**config.mk**
```make
export PLATFORM = sky130hd
export DESIGN_NAME = instr_sequencer
export DESIGN_NICKNAME = d
export VERILOG_FILES = /design/src/rtl/instr_sequencer.sv
export SDC_FILE = /design/constraint.sdc
export NUM_CORES = 1
export LEC_CHECK = 0
export ABC_AREA = 1
export CAP_MARGIN = 20
export CORE_MARGIN = 4
export CORE_UTILIZATION = 29
export DETAILED_ROUTE_END_ITERATION = 12
export GPL_TIMING_DRIVEN = 1
export PLACE_DENSITY = 0.54
export REMOVE_ABC_BUFFERS = 1
export SETUP_SLACK_MARGIN = 0.2
export SYNTH_ARGS = -nofsm -noshare
export SYNTH_HDL_FRONTEND = slang
export SYNTH_SLANG_ARGS = --single-unit
```
**constraint.sdc**
```tcl
create_clock -name clk -period 5.25 [get_ports clk]
set_clock_uncertainty 0.15 [all_clocks]
set_input_delay 1.05 -clock clk [delete_from_list [all_inputs] [get_ports clk]]
set_output_delay 1.05 -clock clk [all_outputs]
set_load 0.02 [all_outputs]
```
**src/rtl/instr_sequencer.sv**
```systemverilog
`timescale 1ns/1ps
// instr_sequencer
//
// Multi-cycle control sequencer. Steps the datapath through
// FETCH -> DECODE -> EXEC -> (MEM) -> (WB) for one decoded one-hot opcode
// and drives the 7-bit control word in each step.
//
// Ports:
//   clk        in   rising-edge clock
//   reset_n    in   synchronous, active-low reset
//   start      in   begin one instruction (sampled only in IDLE)
//   op_onehot  in   [63:0] decoded opcode (ADD=4, MOVL=12, MOVS=13, JA=14,
//                   AND=25, CMP=59), captured in DECODE
//   mem_ready  in   memory finished the current FETCH / MEM access
//   cmp_gt     in   ALU "greater" flag, captured in EXEC of CMP
//   ctrl       out  [6:0] {reg_write, alu_src_imm, alu_op[1:0],
//                   mem_write, mem_to_reg, branch}
//   ir_load    out  load instruction register (FETCH)
//   pc_en      out  advance/load PC (retire cycle)
//   busy       out  not in IDLE
//   done       out  one-cycle retire pulse
//   illegal    out  one-cycle pulse in TRAP
//   retired    out  [15:0] retired-instruction count (wraps)
//
// Build option: define SEQ_STALL_TIMEOUT_EN to abandon a FETCH/MEM wait
// that lasts TIMEOUT cycles (goes to TRAP). Without it the sequencer
// waits for mem_ready indefinitely.
module instr_sequencer #(
  parameter int TIMEOUT = 16
) (
  input  logic        clk,
  input  logic        reset_n,
  input  logic        start,
  input  logic [63:0] op_onehot,
  input  logic        mem_ready,
  input  logic        cmp_gt,
  output logic [6:0]  ctrl,
  output logic        ir_load,
  output logic        pc_en,
  output logic        busy,
  output logic        done,
  output logic        illegal,
  output logic [15:0] retired
);

  localparam int OP_ADD  = 4;
  localparam int OP_MOVL = 12;
  localparam int OP_MOVS = 13;
  localparam int OP_JA   = 14;
  localparam int OP_AND  = 25;
  localparam int OP_CMP  = 59;

  localparam logic [63:0] LEGAL_OPS = (64'd1 << OP_ADD) | (64'd1 << OP_MOVL) |
                                      (64'd1 << OP_MOVS) | (64'd1 << OP_JA) |
                                      (64'd1 << OP_AND) | (64'd1 << OP_CMP);

  // Positions inside op_q. Only the legal opcode bits are kept: an opcode
  // with any other bit set traps straight out of DECODE and never needs op_q.
  localparam int Q_ADD  = 0;
  localparam int Q_MOVL = 1;
  localparam int Q_MOVS = 2;
  localparam int Q_JA   = 3;
  localparam int Q_AND  = 4;
  localparam int Q_CMP  = 5;

  typedef enum logic [2:0] {
    IDLE   = 3'd0,
    FETCH  = 3'd1,
    DECODE = 3'd2,
    EXEC   = 3'd3,
    MEM    = 3'd4,
    WB     = 3'd5,
    TRAP   = 3'd6
  } state_t;

  state_t     state_reg, state_next;
  logic [5:0] op_q;
  logic       gt_q;
  logic       retire;
  logic       op_legal;
  logic       stall_timeout;

  // Exactly one bit set, and that bit is one of the six known opcodes.
  assign op_legal = (op_onehot != 64'd0) &&
                    ((op_onehot & (op_onehot - 64'd1)) == 64'd0) &&
                    ((op_onehot & ~LEGAL_OPS) == 64'd0);

`ifdef SEQ_STALL_TIMEOUT_EN
  localparam int CW = (TIMEOUT < 1) ? 1 : $clog2(TIMEOUT + 1);
  logic [CW-1:0] wait_cnt;

  // Counts cycles spent waiting in FETCH/MEM; any state change clears it,
  // so every entry into a wait state starts from zero.
  always_ff @(posedge clk) begin
    if (!reset_n) begin
      wait_cnt <= '0;
    end else if ((state_reg == FETCH || state_reg == MEM) && state_next == state_reg) begin
      wait_cnt <= wait_cnt + 1'b1;
    end else begin
      wait_cnt <= '0;
    end
  end

  // Registered count at the limit: overrides a mem_ready arriving now.
  assign stall_timeout = (wait_cnt == CW'(TIMEOUT));
`else
  // No wait counter in this build; TIMEOUT has no effect.
  assign stall_timeout = 1'b0 & (TIMEOUT > 0);
`endif

  always_comb begin
    state_next = state_reg;
    ctrl       = 7'b0000000;
    ir_load    = 1'b0;
    illegal    = 1'b0;
    retire     = 1'b0;
    case (state_reg)
      IDLE: begin
        if (start) state_next = FETCH;
      end
      FETCH: begin
        ir_load = 1'b1;
        if (stall_timeout)  state_next = TRAP;
        else if (mem_ready) state_next = DECODE;
      end
      DECODE: begin
        state_next = op_legal ? EXEC : TRAP;
      end
      EXEC: begin
        case (1'b1)
          op_q[Q_ADD]:  state_next = WB;
          op_q[Q_AND]:  begin ctrl = 7'b0001000; state_next = WB;  end
          op_q[Q_MOVL]: begin ctrl = 7'b0100000; state_next = MEM; end
          op_q[Q_MOVS]: begin ctrl = 7'b0100000; state_next = MEM; end
          op_q[Q_CMP]:  begin ctrl = 7'b0010000; retire = 1'b1;    end
          op_q[Q_JA]:   begin ctrl = {6'b000000, gt_q}; retire = 1'b1; end
          default:      state_next = TRAP;
        endcase
      end
      MEM: begin
        ctrl = op_q[Q_MOVS] ? 7'b0100100 : 7'b0100010;
        if (stall_timeout) begin
          state_next = TRAP;
        end else if (mem_ready) begin
          // MOVS retires in the MEM cycle that completes the store, so its
          // done/pc_en are qualified by mem_ready; every other output is
          // decoded from registered state only.
          if (op_q[Q_MOVS]) retire = 1'b1;
          else              state_next = WB;
        end
      end
      WB: begin
        case (1'b1)
          op_q[Q_ADD]:  ctrl = 7'b1000000;
          op_q[Q_AND]:  ctrl = 7'b1001000;
          op_q[Q_MOVL]: ctrl = 7'b1100010;
          default:      ctrl = 7'b0000000;
        endcase
        retire = 1'b1;
      end
      TRAP: begin
        illegal    = 1'b1;
        state_next = IDLE;
      end
      default: state_next = IDLE;
    endcase
    if (retire) state_next = IDLE;
  end

  assign done  = retire;
  assign pc_en = retire;
  assign busy  = (state_reg != IDLE);

  always_ff @(posedge clk) begin
    if (!reset_n) begin
      state_reg <= IDLE;
      op_q      <= '0;
      gt_q      <= 1'b0;
      retired   <= '0;
    end else begin
      state_reg <= state_next;
      if (state_reg == DECODE) begin
        op_q <= {op_onehot[OP_CMP], op_onehot[OP_AND], op_onehot[OP_JA],
                 op_onehot[OP_MOVS], op_onehot[OP_MOVL], op_onehot[OP_ADD]};
      end
      if (state_reg == EXEC && op_q[Q_CMP]) gt_q <= cmp_gt;
      if (retire) retired <= retired + 16'd1;
    end
  end

endmodule
```
Word-level counts from Yosys, hierarchy flattened

Index checks and enable logic that the tools add are counted.

Input port bits: 69
Bits in registers: 26
Output and inout port bits: 28
Word-level logic and storage cells: 65

Bitwise operators: 3
$add $sub $neg: 2
Mux-type cells: 34
Reduce and logical (&&, ||, !) cells: 10
Equal/unequal tests: 12

Operator list:

| kind                                                                   | number |
|---|---|
| 64-bit logical NOT                                                     | 2 |
| 64-bit AND                                                             | 1 |
| 64-bit nonzero test                                                    | 1 |
| 64-bit by 1-bit subtractor with 64-bit output (second input constant)  | 1 |
| 3-bit two-way mux                                                      | 12 |
| 6-bit two-way mux                                                      | 4 |
| 7-bit two-way mux                                                      | 3 |
| 7-bit case mux with 3 select lines                                     | 1 |
| 3-bit case mux with 6 select lines                                     | 1 |
| 16-bit by 1-bit adder with 16-bit output (second input constant)       | 1 |
| 6-bit != test (second input constant)                                  | 2 |
| 1-bit two-way mux                                                      | 11 |
| 3-bit equality test (second input constant)                            | 3 |
| 2-bit != test (second input constant)                                  | 4 |
| 7-bit AND reduction                                                    | 1 |
| 3-bit by 2-bit equality test with 1-bit output (second input constant) | 2 |
| 5-bit two-way mux                                                      | 1 |
| 3-bit by 1-bit equality test with 1-bit output (second input constant) | 1 |
| 1-bit logical AND                                                      | 3 |
| 3-bit logical NOT                                                      | 1 |
| 1-bit case mux with 3 select lines                                     | 1 |
| 3-bit nonzero test                                                     | 1 |
| 1-bit NOT                                                              | 2 |
| 2-bit OR reduction                                                     | 1 |

Logic depth before layout (Yosys ltp)

Gate-level depths: netlist (run 1).

Depth in word-level cells: 8
Depth in mapped cells: 17
Mapped depth without buffers: 17

Least setup slack after synthesis (run 1)

Ideal clock, no wire load.

Path type: input to output
Start: input port mem_ready
End: output port pc_en
Slack: 2.347 ns
Cell stages on the path: 6
Arrival time: 1.703 ns
Buffers on the path: 2
Path through: inv_1 -> a21oi_1 -> nor2_2 -> nand2_4 -> buf_6 -> buf_4

Cells in the longest elaborated chain, start to end: 2

Ends and longest elaborated chain:

| what                               | line | RTL |
|---|---|---|
| start: declaration                 | 35   | `input logic mem_ready,` |
| 1-bit two-way mux                  | 144  | `end else if (mem_ready) begin` |
| 1-bit case mux with 3 select lines | 117  | `case (state_reg)` |
| end: declaration                   | 39   | `output logic pc_en,` |

Every way passes these cells.

Worst setup path in the final report (run 1)

Start: input port mem_ready
End: output port done

Cells in the longest elaborated chain, start to end: 2

Ends and longest elaborated chain:

| what                               | line | RTL |
|---|---|---|
| 1-bit two-way mux                  | 144  |  |
| 1-bit case mux with 3 select lines | 117  |  |
| end: declaration                   | 41   | `output logic done,` |

Every way passes these cells.

==> results.json, run 1 <==
{
  "cts_tree": "yes",
  "cts.sinks": 26,
  "clock_latency_ns": 0.27,
  "cp_common_cell": "clkdlybuf4s50_1",
  "grt_max_degree": 17,
  "worstHoldPathType": "reg -> reg",
  "track_usage": 0.1808,
  "grt_pass1_wl_mm": 16.97,
  "ys_warn_count": 0,
  "p_sw_uw": 283.1,
  "switching_share": 0.3823,
  "path_cells": "clkdlybuf4s50_1 > inv_1 > a21oi_1 > nor2_2 > nand2_4 > clkdlybuf4s50_1",
  "routabilityCongestion": 0.9405,
  "setup_viol": 0,
  "ys_seq_elements": 26,
  "wl_mm": 10.30,
  "required_ns": 4.05,
  "power_density_mw_per_mm2": 187.6,
  "yosys.area_share.simple": 0.6007,
  "remaining_drc_errors": 0,
  "final_common_cell": "nand2_1",
  "die-area_mm2": 0.01125,
  "syn-mean-instance-area_um2": 5.089,
  "worstPathArrival_ns": 2.59,
  "drive_above_1_share": 0.03416,
  "io_buffers": 96,
  "finalHoldViolCount": 0,
  "synth_top_family_by_area": "simple AND/OR/NAND/NOR gates",
  "power_leakage_nw": 1.430,
  "ir_worst_vdd_uv": 106.9,
  "setup_tns_ns": 0,
  "routed_via_density": 4.811,
  "fin_ws_ns": 1.463,
  "antenna_cells": 0,
  "synthAdderAreaFrac": 0.004486,
  "clockPowerShare": 0.224,
  "io-pin-count": 97,
  "grt_pass1_vias": 3510,
  "row_count": 35,
  "clk_pin_slew_worst_paths_ns": 0.10,
  "period_share": 0.7213,
  "combPwrFrac": 0.440,
  "seqPwrFrac": 0.336,
  "fillers": 1049,
  "yosysSeqAreaShare": 0.1866,
  "crit_path_end_kind": "primary output",
  "initialDrtViolationCount": 185,
  "holdPathStages": 1,
  "ant_nets": 0,
  "start_kind": "input port",
  "cts_buffer_depth": 2,
  "r2r_slack_ns": 2.80,
  "slew_headroom": 0.4635,
  "yosys-mux-area-fraction": 0,
  "routedWlPerCell_um": 13.32,
  "cp_max_fo": 12,
  "die_w_um": 106.1,
  "post_cts_buffers": 0,
  "synth_xor_area_frac": 0,
  "cts-root-buf": "clkbuf_8",
  "netlist_area_mm2": 0.002789,
  "cp_slowest_cell": "clkdlybuf4s50_1",
  "area_delta_synth_final_pct": 41.59,
  "setup.worst_path.class": "in -> out",
  "htreeDepth": 1,
  "hold_buffers": 0,
  "largest_register_ffs": 16,
  "cts_resized": 0,
  "rr_worst_depth": 12,
  "cts_buffers": 3,
  "ys_types": 37,
  "coreArea_mm2": 0.009284,
  "maxCapViolations": 0,
  "die_h_um": 106.1,
  "rsz0062_at_grt": "no",
  "clock.fmax_mhz": 264.1,
  "status": "finished clean",
  "synth_compound_area_frac": 0.1261,
  "dr.pass1.iters": 5,
  "internal_power_uw": 457.5,
  "place_hpwl_mm": 9.051,
  "initial_core_util": 0.3004,
  "slowest_delay_ns": 0.64,
  "mostFrequentLayoutCells": "nand2_1 (176), nor2_1 (170), clkdlybuf4s50_1 (96)",
  "overflow": 0,
  "worst_pin_slew_ns": 0.7986,
  "fin_nets": 715,
  "vias": 3719,
  "grt_antenna_before_repair": 0,
  "slew_violations": 0,
  "finalCriticalPeriod_ns": 3.787,
  "syn-instance-count": 548,
  "place_ws_ns": 1.446
}
==> final cells by class <==
cell class,instances,area (um^2),area share
Multi-Input combinational cell,466,2039,0.5165
Clock buffer,3,41.29,0.01046
Sequential cell,26,520.5,0.1318
Tap cell,129,161.4,0.04087
Inverter,52,195.2,0.04943
Clock inverter,1,30.03,0.007605
Timing Repair Buffer,96,960.9,0.2433
==> cells in the mapped netlist <==
master / count / share of area
o21bai_1: 1 / 0.0027
inv_1: 49 / 0.066
buf_6: 2 / 0.0081
a221oi_1: 1 / 0.0031
nor4_1: 3 / 0.0067
o21a_1: 3 / 0.0081
dfxtp_1: 26 / 0.19
o211ai_1: 1 / 0.0027
nand2_2: 3 / 0.0067
nor2_1: 170 / 0.23
clkinv_1: 1 / 0.0013
nand3b_1: 2 / 0.0054
nor3_4: 1 / 0.0058
a21boi_0: 1 / 0.0027
nor3_2: 1 / 0.0036
ha_1: 1 / 0.0045
nand4_1: 7 / 0.016
o21ai_1: 4 / 0.0072
o2bb2ai_1: 1 / 0.0031
nor3_1: 10 / 0.018
nand3_1: 20 / 0.036
inv_2: 2 / 0.0027
nor2_4: 3 / 0.012
nand3_2: 1 / 0.0036
buf_4: 1 / 0.0027
o311ai_0: 1 / 0.0031
and3_1: 1 / 0.0022
o21ba_2: 1 / 0.0036
o21ai_0: 20 / 0.036
buf_1: 1 / 0.0013
nor2_2: 4 / 0.0090
a21oi_1: 22 / 0.039
nand2_4: 1 / 0.0040
nand3_4: 1 / 0.0063
a211oi_1: 4 / 0.011
nand2_1: 176 / 0.24
o211a_1: 1 / 0.0036
==> metrics by stage <==
stage | hold slack, ns | cells | cell area [um^2] | utilization | power [mW]
6_report | 0.3059 | 773 | 3949 | 0.4253 | 0.7407
4_1_cts | 0.3102 | 773 | 3949 | 0.4253 | 0.7473
3_5_place_dp | 0.2965 | 769 | 3877 | 0.4177 | 0.5782
5_1_grt | 0.3584 | 773 | 3949 | 0.4253 | 0.7985
2_1_floorplan | 0.2801 | 544 | 2755 | - | 0.4314
3_3_place_gp | 0.2907 | 769 | 3877 | 0.4177 | 0.5774
==> cell families (layout without fill, tap and decap cells) <==
logic type | count (synthesis) | in the layout
AOI/OAI and AO/OA | 61 | 61
DFF | 26 | 26
adders and majority gates | 1 | 1
buffers and inverters | 56 | 152
and+or+nand+nor | 404 | 404
==> metal layers <==
layer	vias up	global-route usage	routed length [um]
li1	1934	-	-
met4	0	0.03793	142
met3	10	0.01761	583
met2	130	0.3042	4715
met5	-	0	0
met1	1645	0.2508	4855
==> final timing paths <==
kind,endpoint,from
worst max-delay path,done,mem_ready
worst min-delay path,retired[15],retired[15]
worst max register to register,retired[15],state_reg[0]
worst min register to register,retired[15],retired[15]
==> critical path: cells and delay by family <==
| kind | cells | cell delay [ns] |
|---|---|---|
| buffers and inverters | 3 | 1.14 |
| and+or+nand+nor | 2 | 0.23 |
| AOI/OAI and AO/OA | 1 | 0.17 |
==> power by group through the flow <==
stage	Sequential (mW)	Combinational (mW)	Clock (mW)
after floorplan	0.248	0.183	0
after global placement	0.253	0.325	0
after detailed placement	0.253	0.325	0
after CTS	0.249	0.327	0.172
after global routing	0.253	0.366	0.180
final	0.249	0.326	0.166
Note: power is estimated with default switching activity, not from simulation.
==> run 2, diff against run 1 <==
==> constraint.sdc (replaced) <==
create_clock -name clk -period 3.8 [get_ports clk]
set_clock_uncertainty 0.15 [all_clocks]
set_input_delay 0.76 -clock clk [delete_from_list [all_inputs] [get_ports clk]]
set_output_delay 0.76 -clock clk [all_outputs]
set_load 0.02 [all_outputs]
==> run 2 against run 1 <==
  * Die area is the same
  * Non-clock buffer count grew 1
  * Register-to-register slack lost 1.4 ns
  * Worst setup slack lost 0.88 ns
  * Sequential share of layout area is essentially flat
  * Total power grew 40%
  * Critical endpoint unchanged
  * Largest cell class unchanged
  * Largest power group unchanged
==> results.json, run 2 (synthesis gave the netlist of run 1 again) <==
{
  "final_common_cell": "nand2_1",
  "htreeDepth": 1,
  "cp_max_fo": 12,
  "cts_buffers": 3,
  "power_leakage_nw": 1.435,
  "initialDrtViolationCount": 219,
  "cts.sinks": 26,
  "io_buffers": 96,
  "largest_register_ffs": 16,
  "timing.hold.ws_ns": 0.3032,
  "cts-root-buf": "clkbuf_8",
  "worstHoldStart": "retired[15]",
  "drive_above_1_share": 0.03566,
  "period_share": 0.8478,
  "cts_tree": "yes",
  "die-area_mm2": 0.01125,
  "routedWlPerCell_um": 13.63,
  "use_met3": 0.01882,
  "track_usage": 0.1870,
  "grt_max_degree": 17,
  "coreArea_mm2": 0.009284,
  "slew_violations": 0,
  "worstHoldPathType": "reg -> reg",
  "ant_nets": 0,
  "mostFrequentLayoutCells": "nand2_1 (176), nor2_1 (170), clkdlybuf4s50_1 (96)",
  "grt_pass1_wl_mm": 17.33,
  "routabilityCongestion": 0.9367,
  "start_kind": "input port",
  "finalCriticalPeriod_ns": 3.222,
  "grt_busiest_layer": "met2",
  "use_met2": 0.3311,
  "fillers": 1028,
  "die_w_um": 106.1,
  "setup.worst_path.class": "in -> out",
  "ir_worst_vdd_uv": 164.3,
  "wl_mm": 10.55,
  "rsz0062_at_grt": "no",
  "slew_headroom": 0.4143,
  "worst_pin_slew_ns": 0.8718,
  "r2r_slack_ns": 1.37,
  "clock.fmax_mhz": 310.4,
  "totalPowerFinal_mw": 1.034,
  "finalHoldViolCount": 0,
  "grt_pass1_vias": 3572,
  "dr.pass1.iters": 5,
  "grt_antenna_before_repair": 0,
  "timing.critical_path.from": "mem_ready",
  "area_delta_synth_final_pct": 41.86,
  "hold_buffers": 0,
  "post_cts_buffers": 0,
  "worstPathArrival_ns": 2.31,
  "antenna_cells": 0,
  "power_density_mw_per_mm2": 261.4,
  "cts_buffer_depth": 2,
  "die_h_um": 106.1,
  "row_count": 35,
  "io-pin-count": 97,
  "maxCapViolations": 0,
  "overflow": 0,
  "required_ns": 2.89,
  "remaining_drc_errors": 0,
  "place_hpwl_mm": 9.307,
  "vias": 3665,
  "crit_path_end_kind": "primary output",
  "initial_core_util": 0.3004,
  "clock_latency_ns": 0.27,
  "setup_viol": 0,
  "clk_pin_slew_worst_paths_ns": 0.10,
  "status": "finished clean",
  "routed_via_density": 4.735,
  "fin_nets": 716,
  "cts_resized": 0,
  "grt.met1_usage": 0.2446,
  "setup_tns_ns": 0,
  "timing.rr.start": "state_reg[0]"
}
-- run 2: stage by stage --
| stage | instance area (um^2) | instances | setup WS [ns] | utilization |
|---|---|---|---|---|
| after floorplan | 2755 | 544 | 1.222 | - |
| after global placement | 3885 | 770 | 0.3655 | 0.4185 |
| after detailed placement | 3885 | 770 | 0.3850 | 0.4185 |
| after CTS | 3956 | 774 | 0.5605 | 0.4261 |
| after global routing | 3956 | 774 | 0.2724 | 0.4261 |
| final | 3956 | 774 | 0.5785 | 0.4261 |
-- run 2: where the power goes --
| part | switching (mW) | total (mW) | internal [mW] |
|---|---|---|---|
| logic | 0.271 | 0.456 | 0.186 |
| clock network | 0.0915 | 0.232 | 0.141 |
| registers | 0.0389 | 0.345 | 0.306 |
| total | 0.401 | 1.03 | 0.633 |
-- run 2: cell type report --
type                    instances  area, um^2  area share
clock buffers                   3       41.29     0.01044
clock inverters                 1       30.03    0.007590
inverters                      52       195.2     0.04934
multi-input cells             466        2039      0.5155
flip-flops and latches         26       520.5      0.1316
well taps                     129       161.4     0.04080
repair buffers                 97       968.4      0.2448
-- run 2: worst max-delay path: stages --
cell,delay [ns]
clkdlybuf4s50_1,0.45
inv_1,0.04
a21oi_1,0.18
nor2_2,0.10
nand2_4,0.14
clkdlybuf4s50_1,0.64
-- run 2: metal layers --
layer  up-vias  wire (um)
met2       112       4963
li1       1938          -
met1      1600       4859
met3        15        555
met4         0        171
met5         -          0
-- run 2: path summary, 6_finish.rpt --
check,endpoint,cells after the start
max,done,6
min,retired[15],1
max reg2reg,retired[15],12
min reg2reg,retired[15],1
